==> src/rtl/cnt_pkg.sv <==
// Shared types and default parameter values for the up/down counter block.
package cnt_pkg;

  // Behaviour at the counting boundary: wrap around or stick at the bound.
  typedef enum logic {
    CNT_WRAP = 1'b0,
    CNT_SAT  = 1'b1
  } cnt_mode_e;

  localparam int CNT_N_DEF     = 8;
  localparam int CNT_PRE_W_DEF = 4;

endpackage

==> src/rtl/cnt_prescaler.sv <==
// Enable prescaler: emits one tick every div+1 enabled cycles.
// The phase counter holds while en is low, and clr restarts the period.
module cnt_prescaler
  import cnt_pkg::*;
#(
  parameter int PRE_W = CNT_PRE_W_DEF
) (
  input  logic             Clk,
  input  logic             resetn,
  input  logic             en,
  input  logic             clr,
  input  logic [PRE_W-1:0] div,
  output logic             tick
);

  localparam logic [PRE_W-1:0] PC_ONE = {{(PRE_W-1){1'b0}}, 1'b1};

  logic [PRE_W-1:0] pc_reg;
  logic [PRE_W-1:0] pc_next;

  // Tick is combinational so the counter steps on the same edge as the tick.
  assign tick = en && (pc_reg == div);

  // Next phase: clear wins, a tick returns to 0, otherwise advance while enabled.
  always_comb begin
    pc_next = pc_reg;
    if (clr) begin
      pc_next = '0;
    end else if (tick) begin
      pc_next = '0;
    end else if (en) begin
      pc_next = pc_reg + PC_ONE;
    end
  end

  // Phase register, cleared asynchronously so a reset abandons a partial period.
  always_ff @(posedge Clk or negedge resetn) begin
    if (!resetn) begin
      pc_reg <= '0;
    end else begin
      pc_reg <= pc_next;
    end
  end

endmodule

==> src/rtl/cnt_updn_mod.sv <==
// Prescaled up/down counter over the range 0..lim with wrap or saturate
// behaviour at the bounds, synchronous load and a terminal-count pulse.
module cnt_updn_mod
  import cnt_pkg::*;
#(
  parameter int n     = CNT_N_DEF,
  parameter int PRE_W = CNT_PRE_W_DEF
) (
  input  logic             Clk,
  input  logic             resetn,
  input  logic             en,
  input  logic             ld,
  input  logic [n-1:0]     D,
  input  logic             up,
  input  logic             mode,
  input  logic [n-1:0]     lim,
  input  logic [PRE_W-1:0] pre_div,
  output logic [n-1:0]     q,
  output logic             tc,
  output logic             at_bnd
);

  localparam logic [n-1:0] Q_ONE = {{(n-1){1'b0}}, 1'b1};

  cnt_mode_e    mode_sel;
  logic         tick;
  logic [n-1:0] q_reg;
  logic [n-1:0] q_next;
  logic         tc_reg;
  logic         tc_next;

  assign mode_sel = cnt_mode_e'(mode);

  // A load restarts the prescale period so the next step needs a full period.
  cnt_prescaler #(
    .PRE_W (PRE_W)
  ) u_prescaler (
    .Clk    (Clk),
    .resetn (resetn),
    .en     (en),
    .clr    (ld),
    .div    (pre_div),
    .tick   (tick)
  );

  // Boundary flag follows the current direction; q above lim counts as at the top.
  assign at_bnd = (up && (q_reg >= lim)) || (!up && (q_reg == '0));

  // Next count and terminal-count pulse; load overrides any pending tick.
  always_comb begin
    q_next  = q_reg;
    tc_next = 1'b0;
    if (ld) begin
      q_next = (D > lim) ? lim : D;
    end else if (tick) begin
      if (up) begin
        if (q_reg < lim) begin
          q_next = q_reg + Q_ONE;
        end else begin
          q_next  = (mode_sel == CNT_WRAP) ? '0 : lim;
          tc_next = 1'b1;
        end
      end else begin
        if (q_reg != '0) begin
          // Saturating mode pulls an out-of-range count straight back to lim.
          if ((mode_sel == CNT_SAT) && (q_reg > lim)) begin
            q_next = lim;
          end else begin
            q_next = q_reg - Q_ONE;
          end
        end else begin
          q_next  = (mode_sel == CNT_WRAP) ? lim : '0;
          tc_next = 1'b1;
        end
      end
    end
  end

  // Count and pulse registers with asynchronous active-low clear.
  always_ff @(posedge Clk or negedge resetn) begin
    if (!resetn) begin
      q_reg  <= '0;
      tc_reg <= 1'b0;
    end else begin
      q_reg  <= q_next;
      tc_reg <= tc_next;
    end
  end

  assign q  = q_reg;
  assign tc = tc_reg;

endmodule
==> config.mk <==
export PLATFORM = sky130hd
export DESIGN_NAME = cnt_updn_mod
export DESIGN_NICKNAME = d
export VERILOG_FILES = /design/src/rtl/cnt_pkg.sv /design/src/rtl/cnt_prescaler.sv /design/src/rtl/cnt_updn_mod.sv
export SDC_FILE = /design/constraint.sdc
export NUM_CORES = 1
export LEC_CHECK = 0
export ABC_AREA = 1
export CORE_MARGIN = 5
export CORE_UTILIZATION = 53
export DETAILED_ROUTE_END_ITERATION = 12
export PLACE_DENSITY = 0.87
export SKIP_CTS_REPAIR_TIMING = 1
export SLEW_MARGIN = 30
export SYNTH_ARGS = -nofsm -noshare
export SYNTH_HDL_FRONTEND = slang
export SYNTH_SLANG_ARGS = --single-unit
==> constraint.sdc <==
create_clock -name Clk -period 2.1 [get_ports Clk]
set_input_delay 0.42 -clock Clk [delete_from_list [all_inputs] [get_ports Clk]]
set_output_delay 0.42 -clock Clk [all_outputs]
set_load 0.02 [all_outputs]
==> impl_results.md <==
- Sequential share of the synthesized area: 16.8%
- Cell count after synthesis: 316
- CTS Sinks: 13
- Most common cell after layout, fill and taps aside: nand2_1
- CTS root buf: clkbuf_8
- Comb pwr share: 67.1%
- First-pass GRT wire length: 10800 um
- Fraction of layout cells with a size suffix above 1: 25.3%
- P_int: 899 uW
- Core Util, Final: 80.6%
- DIE AREA: 0.00496 sq mm
- Final Skew: 0.00552 ns
- Cell area after synthesis: 0.00193 sq mm
- Final min period: 2.09 ns
- Leading area contributor after synthesis: dfrtp_1
- Worst-path maximum fanout: 8
- Switching power: 730 uW
- Drt drc: 0
- Pwr Density: 560 mW/mm^2
- Initial antenna violation count: 0
- PortBufs: 35
- All-Layer GR Usage: 27.0%
- Relative slew slack: 59.5%
- Flop pwr share: 19.2%
- Post-route antenna net violation count: 0
- Clock network power share: 13.7%
- Hold slack: 0.557 ns
- Unrepaired setup endpoints after global routing: true
- DP HPWL: 5280 um
- Final setup violating endpoints: 0
- Nature of the critical path startpoint: input pin
- Initial Utilization: 53.6%
- Largest net degree at the start of global routing: 14
- Max-Cap Viols: 0
- Fillers: 237
- Largest register FFs: 8
- Chip Width: 70.4 um
- Cts bufs inserted: 3
- Synth top area cells: dfrtp_1 (17%), nand2_1 (16%), ha_1 (13%)
- Total grt overflow: 0
- Fmax: 479 MHz
- Setup CP Type: in2reg
- Post-Layout Cell Count: 448
- Pins Over Slew Limit: 0
- R2r setup slk: 0.03 ns
- Final net count: 447
- Leak: 1.56 nW
- Data required, critical path: 2.22 ns
- Reg area: 325 sq um
- Synth top area share: 16.8%
- Critical register-to-register path startpoint: q[2]
- Peak supply drop: 0.000425 V
- Fin crit share: 99.4%
- Io pins: 36
- Most frequent cells in the layout: nand2_1 (77), buf_4 (48), nor2_1 (39)
- Area of the multi-input gates: 0.00152 sq mm
- Post-placement cell count: 441
- Clock Path Buffers: 2
- Area Overhead vs Synth: 50.4%
- DRT Wirelength: 7040 um
- Reg clk slew, reported paths: 0.06 ns
- Synth cell types: 28
- Vias: 2572
- Starting DRT DRC Count: 416
- Core ar.: 0.00361 sq mm
- Final Hold Vio Count: 0
- HP Class: in2async
- Total power: 1.63 mW
- H-tree lvl count: 1
- Via density per instance: 5.74
- Die Ht: 70.4 um
- Syn Nets: 362
- CP arrival: 2.21 ns
- Reg-to-reg endpoint: q[4]
- Vias in the first global route: 2480
- Diode count: 0
- DR pass1 iterations: 5
- YS warnings: 0
- Worst setup EP type: register
- Cell count of the worst reg-to-reg path: 15
- Synthesized flop and latch total: 13
- Status: finished clean
- RD Place Congestion: 1.00
- CTS tree: done
- Worst-Skew Late Latency: 0.24 ns
- Switching share of total power: 44.8%
- Syn Area/Cell: 6.12 sq um
- Tightest Pin Transition: 0.606 ns
- WL/cell: 15.7 um
- Number of core rows: 22
-- how the worst max path moves through the flow --
stage                     slack [ns]    from      to
final                           0.01    D[1]    q[7]
after global routing           -0.07    D[1]    q[4]
after CTS                      -0.76  lim[3]  at_bnd
after detailed placement       -0.74  lim[3]  at_bnd
after global placement         -0.70  lim[5]  at_bnd
after floorplan                 0.04    q[0]  at_bnd
-- cell type report --
class	count	share of cell area, %
multi-input cells	251	52.3
inverters	45	5.81
clock buffers	4	1.55
repair buffers	87	27.1
flip-flops and latches	13	11.2
well taps	48	2.07
-- cells by family (layout without fill, tap and decap cells) --
family          Yosys count  count (layout)  synth area share (%)
compound gates           42              42                  12.2
xor+xnor                 12              12                  5.44
fa+ha+maj                20              20                  12.9
buf+inv                  52             136                  11.5
flops                    13              13                  16.8
mux                       1               1                 0.518
simple gates            176             176                  40.6
-- stage by stage --
step / area, sq um / setup slack (ns) / TNS (ns)
after detailed placement: 2670 / -0.738 / -4.61
after global routing: 2910 / -0.0670 / -0.270
after global placement: 2670 / -0.701 / -4.04
final: 2910 / 0.0125 / 0
after floorplan: 1930 / 0.0392 / 0
after CTS: 2720 / -0.757 / -2.79
-- power groups by stage --
| stage | sequential, mW | clock (mW) | combinational [mW] |
|---|---|---|---|
| finish | 0.313 | 0.223 | 1.09 |
| global route | 0.317 | 0.237 | 1.18 |
| CTS | 0.303 | 0.218 | 0.991 |
| detailed placement | 0.307 | 0 | 0.980 |
| global placement | 0.306 | 0 | 0.947 |
| floorplan | 0.367 | 0 | 0.510 |
-- routing by layer --
layer,vias up,GRT usage [%],share of wire [%]
met4,0,15.7,5.1
met3,37,5.04,10
li1,1189,-,-
met5,-,0,0
met2,194,46.3,48
met1,1152,31.0,36
-- cell usage after synthesis --
library cell,count
dfrtp_1,13
o21ai_0,10
nor2_2,5
a21oi_1,20
nand4_1,13
o21ai_2,2
nand2_1,81
a21o_1,1
o211ai_1,2
inv_2,4
ha_1,20
nor3_1,1
o21a_1,2
inv_1,41
nand2_2,4
buf_6,2
nand2_4,2
a21oi_2,1
buf_2,3
xor2_1,9
o22ai_1,1
nand3_1,25
buf_4,2
mux2i_1,1
xnor2_1,3
nor2_4,3
nor2_1,42
o21ai_1,3
-- worst max-delay path: stages --
cell and delay (ns):
clkdlybuf4s50_1 0.45, ha_1 0.33, a21oi_1 0.15, o21ai_1 0.07, nand2_1 0.06, nand2_1 0.06, buf_4 0.16, a21oi_1 0.13
nor2_1 0.08, nor2_1 0.20, a21oi_1 0.10
No activity file was read; power rests on OpenSTA's default activity.
